**config.mk**
```make
export PLATFORM = sky130hd
export DESIGN_NAME = exception_ctrl
export DESIGN_NICKNAME = d
export VERILOG_FILES = /design/src/rtl/exc_pkg.sv /design/src/rtl/exc_sync2.sv /design/src/rtl/exception_ctrl.sv
export SDC_FILE = /design/constraint.sdc
export NUM_CORES = 1
export LEC_CHECK = 0
export BUFFER_PORTS_ARGS = -buffer_cell sky130_fd_sc_hd__buf_2
export CORE_MARGIN = 2
export CORE_UTILIZATION = 45
export CTS_CLUSTER_DIAMETER = 50
export DETAILED_ROUTE_END_ITERATION = 10
export PLACE_DENSITY = 0.85
export SKIP_LAST_GASP = 1
export SLEW_MARGIN = 20
export SYNTH_ARGS = -nofsm -noshare
export SYNTH_HDL_FRONTEND = slang
export SYNTH_SLANG_ARGS = --single-unit
```
**constraint.sdc**
```tcl
create_clock -name clk -period 2.8 [get_ports clk]
set_input_delay 0.14 -clock clk [delete_from_list [all_inputs] [get_ports clk]]
set_output_delay 0.14 -clock clk [all_outputs]
set_load 0.03 [all_outputs]
```
**src/rtl/exc_pkg.sv**
```systemverilog
// Shared types and constants for the LEGv8 exception/interrupt sequencer.
// VECTOR_ADDR is consumed by the PC mux only.
package exc_pkg;

    typedef enum logic [1:0] {
        RUN     = 2'd0,
        REQ     = 2'd1,
        HANDLER = 2'd2,
        HALT    = 2'd3
    } exc_state_e;

    localparam logic [3:0] CAUSE_NONE   = 4'b0000;
    localparam logic [3:0] CAUSE_IRQ    = 4'b0001;
    localparam logic [3:0] CAUSE_INVOP  = 4'b0010;
    localparam logic [3:0] CAUSE_DFAULT = 4'b1111;

    localparam logic [63:0] VECTOR_ADDR = 64'h0000_0000_0000_0200;

endpackage

```
**src/rtl/exc_sync2.sv**
```systemverilog
// Generic two-flop synchronizer for a single-bit level signal; both stages reset to 0.
module exc_sync2 (
    input  logic clk,
    input  logic reset,
    input  logic d,
    output logic q
);

    logic meta_q, meta_d;
    logic sync_q, sync_d;

    always_comb begin
        meta_d = d;
        sync_d = meta_q;
    end

    always_ff @(posedge clk or posedge reset) begin
        if (reset) begin
            meta_q <= 1'b0;
            sync_q <= 1'b0;
        end else begin
            meta_q <= meta_d;
            sync_q <= sync_d;
        end
    end

    assign q = sync_q;

endmodule

```
**src/rtl/exception_ctrl.sv**
```systemverilog
// Exception/interrupt sequencer: masked, handshaked exception entry, ESR/ELR and ERET return.
// Define EXC_IRQ_SYNC_EN to pass ExtIRQ through a 2-flop synchronizer (+2 cycles latency).
module exception_ctrl
    import exc_pkg::*;
#(
    parameter int N = 64
) (
    input  logic         clk,
    input  logic         reset,
    input  logic         ExtIRQ,
    input  logic         InvOp,
    input  logic         ERet,
    input  logic [N-1:0] pc,
    input  logic         ExcAck,
    output logic         Exc,
    output logic         ExtIAck,
    output logic [3:0]   EStatus,
    output logic [N-1:0] ELR,
    output logic         ERetTaken,
    output logic         InHandler,
    output logic         Halted
);

    logic irq_s;

`ifdef EXC_IRQ_SYNC_EN
    exc_sync2 u_irq_sync (
        .clk   (clk),
        .reset (reset),
        .d     (ExtIRQ),
        .q     (irq_s)
    );
`else
    assign irq_s = ExtIRQ;
`endif

    exc_state_e   state_q, state_d;
    logic [3:0]   esr_q, esr_d;
    logic [N-1:0] elr_q, elr_d;
    // Marks the first REQ cycle so the interrupt acknowledge is a single pulse.
    logic         first_q, first_d;

    always_comb begin
        state_d = state_q;
        esr_d   = esr_q;
        elr_d   = elr_q;
        first_d = 1'b0;
        case (state_q)
            RUN: begin
                // An ERET seen outside the handler is treated as an invalid opcode.
                if (InvOp || ERet) begin
                    esr_d   = CAUSE_INVOP;
                    elr_d   = pc;
                    state_d = REQ;
                    first_d = 1'b1;
                end else if (irq_s) begin
                    esr_d   = CAUSE_IRQ;
                    elr_d   = pc;
                    state_d = REQ;
                    first_d = 1'b1;
                end
            end
            REQ: begin
                if (ExcAck) begin
                    state_d = HANDLER;
                end
            end
            HANDLER: begin
                if (ERet) begin
                    esr_d   = CAUSE_NONE;
                    state_d = RUN;
                end else if (InvOp) begin
                    esr_d   = CAUSE_DFAULT;
                    state_d = HALT;
                end
            end
            HALT: begin
                state_d = HALT;
            end
            default: begin
                state_d = RUN;
            end
        endcase
    end

    always_ff @(posedge clk or posedge reset) begin
        if (reset) begin
            state_q <= RUN;
            esr_q   <= CAUSE_NONE;
            elr_q   <= '0;
            first_q <= 1'b0;
        end else begin
            state_q <= state_d;
            esr_q   <= esr_d;
            elr_q   <= elr_d;
            first_q <= first_d;
        end
    end

    assign Exc       = (state_q == REQ);
    assign ExtIAck   = (state_q == REQ) && first_q && (esr_q == CAUSE_IRQ);
    assign InHandler = (state_q == HANDLER);
    assign Halted    = (state_q == HALT);
    assign ERetTaken = (state_q == HANDLER) && ERet;
    assign EStatus   = esr_q;
    assign ELR       = elr_q;

endmodule

```
-- Word level (Yosys, flattened, before mapping)
Index checks and enable logic that the tools add are counted.
- flip-flop bits (word level): 71
- input bits: 70
- word-level logic and storage cells: 37
- eq/ne operators: 7
- muxes and demuxes: 16
- reduce and logical (&&, ||, !) cells: 10
- operators by type and width (kind ; count):
    2-to-1 mux 64 bit ; 2
    2-to-1 mux 4 bit ; 4
    2-to-1 mux 2 bit ; 5
    one-hot mux 2 bit (4 select lines) ; 1
    one-hot mux 4 bit (2 select lines) ; 1
    inequality test 3 bit, second input constant ; 2
    AND reduction 3 bit ; 2
    equality test 2 bit, second input constant ; 2
    equality test 4 x 1 -> 1 bit, second input constant ; 1
    nonzero test 2 bit ; 2
    logical AND 1 bit ; 3
    2-to-1 mux 1 bit ; 3
    equality test 2 x 1 -> 1 bit, second input constant ; 1
    zero test 2 bit ; 1
    inequality test 2 bit, second input constant ; 1
    AND reduction 2 bit ; 1
    logical OR 1 bit ; 1

-- Logic depth before layout (Yosys ltp)
Gate-level depths: netlist of the first run.
- depth in word-level cells: 3
- mapped depth: 6

-- Worst setup path before layout of the first run
No wires, ideal clock.
- kind: reg2out
- start point: reg state_q[0]
- end point: out ExtIAck
- arrival time: 1.611 ns
- slack: 1.049 ns
- cell stages (with the launch flop): 5
- buffers on the path: 1
- cells stage by stage: dfrtp_1 -> clkbuf_1 -> inv_1 -> nor2_1 -> and4_1
- word-level cells in the longest chain between the ends: 3
- ends and longest elaborated chain (what ; line ; source):
    start: declaration ; exception_ctrl.sv:37 ; exc_state_e state_q, state_d;
    start signal: assignment ; exception_ctrl.sv:93 ; state_q <= state_d;
    equality test 2 x 1 -> 1 bit ; -- ;
    net Exc ; exception_ctrl.sv:15 ; output logic Exc,
    logical AND 1 bit (2 in a row) ; exception_ctrl.sv:101 ; assign ExtIAck = (state_q == REQ) && first_q && (esr_q == CAUSE_IRQ);
    end: declaration ; exception_ctrl.sv:16 ; output logic ExtIAck,
The timed path passes the listed nets, and every way through them passes these cells.

-- Final worst setup path of the first run
- start point: reg state_q[1]
- end point: reg elr_q[7] (netlist: ELR[7])
- word-level cells in the longest chain between the ends: 2
- ends and longest elaborated chain (what ; line ; source):
    zero test 2 bit ; exception_ctrl.sv:48 ; case (state_q)
    AND reduction 2 bit (no line) ; -- ;
    end signal: assignment ; exception_ctrl.sv:95 ; elr_q <= elr_d;
    end: declaration ; exception_ctrl.sv:39 ; logic [N-1:0] elr_q, elr_d;
No other way between the ends.
A chain may end at the register's enable or synchronous reset.

==> results of run 1 <==
[power by group through the flow]
stage / Clock (uW) / Sequential (uW) / Combinational, uW
floorplan: 0 / 2790 / 962
global placement: 0 / 1810 / 2570
detailed placement: 0 / 1830 / 2620
CTS: 714 / 1830 / 2620
global route: 763 / 1890 / 2710
finish: 688 / 1820 / 2580
[routing by layer]
metal	wire, um	global-route usage	vias to the layer above
met5	0	0	-
met4	87	0.0693	0
met3	394	0.0393	10
met2	2690	0.260	82
met1	2350	0.191	913
li1	-	-	888
[cell usage in the layout, fill, tap and decap left out]
master / instances
buf_2: 142
dfrtp_1: 70
mux2_4: 40
mux2_2: 24
clkbuf_8: 10
a21oi_1: 5
nor2_1: 3
clkinv_2: 3
buf_4: 3
nor3_4: 2
and2_1: 2
nor2b_1: 2
inv_1: 2
o22a_1: 2
o21ai_0: 2
clkbuf_1: 2
and4_1: 1
inv_2: 1
nand2_1: 1
nand2b_1: 1
nor3b_1: 1
o31ai_1: 1
nor4b_1: 1
o32ai_1: 1
clkinvlp_4: 1
[sequential cells by signal, summed over array words and instances, names as in the netlist]
name,count
first_q,1
state_q,2
ELR,64
EStatus,3
[worst max-delay path: stages (launching register included)]
cell and delay, ps:
dfrtp_1 500, nor3_4 240, buf_4 470, mux2_2 390
[cells by family after synthesis]
kind of cell / share of synthesized area
AOI/OAI and AO/OA: 0.0236
DFF: 0.601
and+or+nand+nor: 0.0356
buffers and inverters: 0.0412
muxes: 0.299
[stage by stage]
| step | worst slack [ps] | utilization | cells |
|---|---|---|---|
| finish | 1050 | 0.602 | 400 |
| global route | 938 | 0.602 | 400 |
| CTS | 1020 | 0.602 | 400 |
| detailed placement | 1050 | 0.576 | 384 |
| global placement | 1100 | 0.576 | 384 |
| floorplan | 892 | - | 173 |
[cell type report]
type / instances / area (um^2) / area share
Sequential cell: 70 / 1750 / 0.461
Multi-Input combinational cell: 89 / 1040 / 0.274
Timing Repair Buffer: 145 / 733 / 0.193
Clock buffer: 12 / 145 / 0.0382
Tap cell: 77 / 96.3 / 0.0253
Clock inverter: 4 / 22.5 / 0.00592
Inverter: 3 / 11.3 / 0.00296
[path summary, 6_finish.rpt]
kind | start | to | slack [ps] | cells past startpoint
worst max register to register | state_q[1] | ELR[7] | 1050 | 3
worst max-delay path | state_q[1] | ELR[7] | 1050 | 3
min in group asynchronous | reset | ELR[33] | 50 | 3
worst min-delay path | pc[33] | ELR[33] | 40 | 2
worst min register to register | ELR[62] | ELR[62] | 500 | 1
max in group asynchronous | reset | ELR[5] | 2200 | 3
==> results.md, run 1 <==
- Placer Congestion: 0.840
- Initial antenna violation count: 0
- Worst vdd ir: 0.779 mV
- Max Freq: 0.571 GHz
- TritonCTS clock tree: yes
- Total GRT Usage: 0.156
- Routed wire length: 5.51 mm
- Largest area contributor in the netlist: dfrtp_1
- Share of cells above drive strength 1: 0.700
- Final Hold Viols: 0
- Die Span Y: 84.5 um
- Comb power frac: 0.508
- GRT overflow: 0
- Die Width: 84.5 um
- Post-synth top area share: 0.601
- Area grow syn2layout: 30.5%
- DR DRC count: 0
- DR vias/cell: 4.73
- Switching share of power: 0.430
- Area contributors post-synth: dfrtp_1, mux2_4, mux2_2
- Slew Viols, Final: 0
- CP required: 3020 ps
- Worst Max-Slew Pin Slew: 844 ps
- Max FO, Critical Path: 35
- Top cells by count, synth: dfrtp_1, mux2_4, mux2_2
- 1st-pass router iterations: 4
- FFs w/ async S/R, synth: 1.00
- Core area: 6310 um^2
- Sequential area share after synthesis: 0.601
- Vias in the first global route: 1939
- Num CTS Buffers: 9
- Final antenna-violating net count: 0
- Worst-path clk slew: 70 ps
- Antenna Diode Count: 0
- Num rows: 29
- Final hold slack: 36.1 ps
- CP endpoint kind: flip-flop
- Internal power: 2900 uW
- Synth Flop Type: dfrtp_1
- Max Cap Viol: 0
- Switching pwr: 2190 uW
- Total number of vias: 1893
- Post-route cell area: 3800 um^2
- LEAKAGE: 0.00192 uW
- Relative slew margins: 0.438
- Most common cell in the synthesized netlist: dfrtp_1
- Initial Utilization: 0.462
- Wirelength per Cell: 13.8 um
- Filler cell count: 519
- Status: complete, no violations
- Post-synthesis average cell area: 16.9 um^2
- Syn Inst Count: 173
- Pwr/cell area: 1340 nW/um^2
- Post-synth EDFFs: 0
- Port Buf Inserts: 142
- Root Driver: clkbuf_8
- Syn_nets: 243
- Hold Buf Count CTS: 0
- Clock tree buffer depth: 2
- Largest net degree at the start of global routing: 71
- Drt initial violations: 46
- Setup CP Type: reg -> reg
- Post-DP HPWL: 4.03 mm
- Flop pwr share: 0.357
- DIE AREA: 7140 um^2
- Fin crit share: 0.626
- Clock sink total: 70
- Setup Buffers After CTS: 0
- First-pass GRT wire length: 8.81 mm
- Clk pwr share: 0.135
- Worst-Skew Late Latency: 330 ps
- Final setup vio count: 0
- Synth warn: 0
- Netlist cell types: 23
- Unrepaired setup endpoints after global routing: false
- Hold crit path type: in -> reg
- Critical Path Source Type: flip-flop
- #FFs+latches synth: 70
- Resize count post-CTS: 0
- Tmin final: 1750 ps
- Worst Skew: 9.09 ps
- Post-placement cell area: 3640 um^2
- CTS H-tree depth: 3
- CP Data Arrival Time: 1970 ps
- Setup TNS: 0 ps
- Overall power: 5090 uW
- Post-Syn Area: 2920 um^2
- # IOs: 143
- Layout net count: 388
Power figures use the tool's default switching activity.
==> inputs of run 2 (changes only) <==
--- a/config.mk
+++ b/config.mk
@@ -5,6 +5,7 @@
 export SDC_FILE = /design/constraint.sdc
 export NUM_CORES = 1
 export LEC_CHECK = 0
+export ABC_AREA = 1
 export BUFFER_PORTS_ARGS = -buffer_cell sky130_fd_sc_hd__buf_2
 export CORE_MARGIN = 2
 export CORE_UTILIZATION = 45
==> constraint.sdc (replaced) <==
create_clock -name clk -period 1.8 [get_ports clk]
set_input_delay 0.09 -clock clk [delete_from_list [all_inputs] [get_ports clk]]
set_output_delay 0.09 -clock clk [all_outputs]
set_load 0.03 [all_outputs]
==> run 2 against run 1 <==
Synthesized area decreased by 4.0%. Utilization increased by 13 points. Flip-flop and latch count unchanged. Clock skew decreased by 0.67 ps. Non-clock buffer count increased by 67. First-iteration DRC count increased to 2.8 times the previous value. Synthesized cell count increased by 86%. Sequential share of layout area decreased by 6.0 points.
==> results.md, run 2 <==
- Status: complete, no violations (unchanged)
- Post-synthesis average cell area: 8.69 um^2 (was 16.9 um^2)
- Max Freq: 0.663 GHz
- Largest area contributor in the netlist: dfrtp_1 (unchanged)
- Slew Viols, Final: 0 (unchanged)
- Pwr/cell area: 1720 nW/um^2 (was 1340 nW/um^2)
- Most frequent cells in the layout: nand2_1, buf_2, dfrtp_1 (was buf_2, dfrtp_1, mux2_4)
- DR DRC count: 0 (unchanged)
- Resize count post-CTS: 0 (unchanged)
- Netlist cell types: 16 (was 23)
- # IOs: 143 (unchanged)
- Vias in the first global route: 2920 (was 1939)
- Most common cell in the synthesized netlist: nand2_1 (was dfrtp_1)
- Synth Flop Type: dfrtp_1 (unchanged)
- Setup TNS: 0 ps (unchanged)
- Critical Path Source Type: flip-flop (unchanged)
- CTS H-tree depth: 3 (unchanged)
- Die Width: 82.9 um (was 84.5 um)
- Top cells by count, synth: nand2_1, dfrtp_1, inv_1 (was dfrtp_1, mux2_4, mux2_2)
- Layout net count: 600 (was 388)
- Final setup vio count: 0 (unchanged)
- Unrepaired setup endpoints after global routing: false (unchanged)
- Root Driver: clkbuf_8 (unchanged)
- DIE AREA: 6870 um^2 (was 7140 um^2)
- Final antenna-violating net count: 0 (unchanged)
- Num CTS Buffers: 9 (unchanged)
- Post-synth top area share: 0.626 (was 0.601)
- Relative slew margins: 0.752 (was 0.438)
- Total number of vias: 2826 (was 1893)
- Commonest non-fill, non-tap cell in the layout: nand2_1 (was buf_2)
- Max Cap Viol: 0 (unchanged)
- Post-placement cell area: 3530 um^2 (was 3640 um^2)
- Worst-Skew Late Latency: 330 ps (about the same)
- Post-DP HPWL: 4.45 mm (was 4.03 mm)
- Placer Congestion: 0.907 (was 0.840)
- TritonCTS clock tree: yes (unchanged)
- Worst Skew: 8.42 ps (was 9.09 ps)
- 1st-pass router iterations: 6 (was 4)
- Initial antenna violation count: 0 (unchanged)
- Largest net degree at the start of global routing: 71 (unchanged)
- Critical Path, Cell by Cell: inv_1, nand2_1, inv_1, nand3_1, nor3_1, buf_2 (was nor3_4, buf_4, mux2_2)
- GRT overflow: 0 (unchanged)
- CP max stage delay: 440 ps (was 500 ps)
- Synth warn: 0 (unchanged)
- Post-Syn Area: 2800 um^2 (was 2920 um^2)
- Routed wire length: 8.01 mm (was 5.51 mm)
- Hold crit path type: in -> reg (unchanged)
- Tmin final: 1510 ps
- Post-synth EDFFs: 0 (unchanged)
- Worst vdd ir: 1.24 mV (was 0.779 mV)
- Util after Layout: 0.734 (was 0.602)
- Final hold slack: 30.8 ps (was 36.1 ps)
- Fin crit share: 0.837
- Syn_nets: 392 (was 243)
- Port Buf Inserts: 142 (unchanged)
- First-pass GRT wire length: 13.6 mm (was 8.81 mm)
- Worst Max-Slew Pin Slew: 371 ps (was 844 ps)
- Area contributors post-synth: dfrtp_1, nand2_1, buf_6 (was dfrtp_1, mux2_4, mux2_2)
- #FFs+latches synth: 70 (unchanged)
- Share of cells above drive strength 1: 0.314 (was 0.700)
- CP required: 1710 ps (was 3020 ps)
- Total GRT Usage: 0.246 (was 0.156)
- FFs w/ async S/R, synth: 1.00 (unchanged)
- Core area: 5960 um^2 (was 6310 um^2)
- Sequential area share after synthesis: 0.626 (was 0.601)
- CP Data Arrival Time: 1420 ps (was 1970 ps)
- CP most frequent cell: inv_1
- Wirelength per Cell: 13.1 um (was 13.8 um)
- Die Span Y: 82.9 um (was 84.5 um)
- Num rows: 28 (was 29)
- Max reg flops: 64 (unchanged)
- Final Hold Viols: 0 (unchanged)
- DR vias/cell: 4.63 (was 4.73)
- LEAKAGE: 0.00257 uW (was 0.00192 uW)
- Worst-path clk slew: 60 ps (was 70 ps)
- Post-route cell area: 4370 um^2 (was 3800 um^2)
- CP endpoint kind: primary output (was flip-flop)
- Slowest CP cell: dfrtp_1 (unchanged)
- Clock sink total: 70 (unchanged)
- Drt initial violations: 129 (was 46)
- Clock tree buffer depth: 2 (unchanged)
- Area grow syn2layout: 56.2% (was 30.5%)
- Syn Inst Count: 322 (was 173)
- Initial Utilization: 0.470 (was 0.462)
- Max FO, Critical Path: 6 (was 35)
- Setup CP Type: reg -> out (was reg -> reg)
==> run 2: final cells by class <==
class / instances / area (um^2)
multi-input combinational: 224 / 875
timing repair buffer: 212 / 1410
antenna: 1 / 2.50
clock buffer: 13 / 169
inverter: 13 / 52.6
clock inverter: 3 / 17.5
sequential: 70 / 1750
fill: 424 / 1580
tap: 75 / 93.8
==> run 2: repair_timing <==
item / in CTS / in global routing
hold buffers: 65 / 0
setup buffers: 0 / 0
endpoints found under the hold margin: 134 / 0
==> run 2: path summary, 6_finish.rpt <==
path                       slack [ps]         end  cells past startpoint  startpoint
setup / recovery                  290     ExtIAck                      6  state_q[1]
hold / removal                     30  state_q[1]                      2        ERet
setup reg to reg                  430     ELR[44]                      6  state_q[1]
hold reg to reg                   470      ELR[4]                      2      ELR[4]
max in group asynchronous        1090  state_q[1]                      4       reset
min in group asynchronous         420     ELR[34]                      4       reset
==> run 2: stage by stage <==
step,setup slack (ps),std cells,total power (uW)
global placement,497,529,6160
CTS,268,610,7520
finish,293,611,7540
detailed placement,431,529,6250
floorplan,162,322,5250
global route,188,610,8060
==> run 2: layer usage <==
layer,track usage,part of all wire,vias to the layer above
met5,0,0,-
met3,0.0517,0.061,23
met2,0.446,0.53,129
met4,0.113,0.028,0
li1,-,-,1388
met1,0.274,0.38,1286
==> run 2: kinds of logic after synthesis <==
family / Yosys count / synth area share
compound gates: 2 / 0.00402
buf+inv: 28 / 0.0617
flops: 70 / 0.626
simple gates: 222 / 0.308
==> run 2: critical path: cells and delay by family (launching register included) <==
kind / cells / cell delay, ps
simple gates: 3 / 250
buf+inv: 3 / 400
flops: 1 / 440
==> run 2: power by group <==
group          leakage (uW)  internal [uW]  switching, uW
clock             0.0000954            609            532
combinational       0.00160           1080           2600
sequential         0.000880           2280            424
total               0.00257           3980           3560
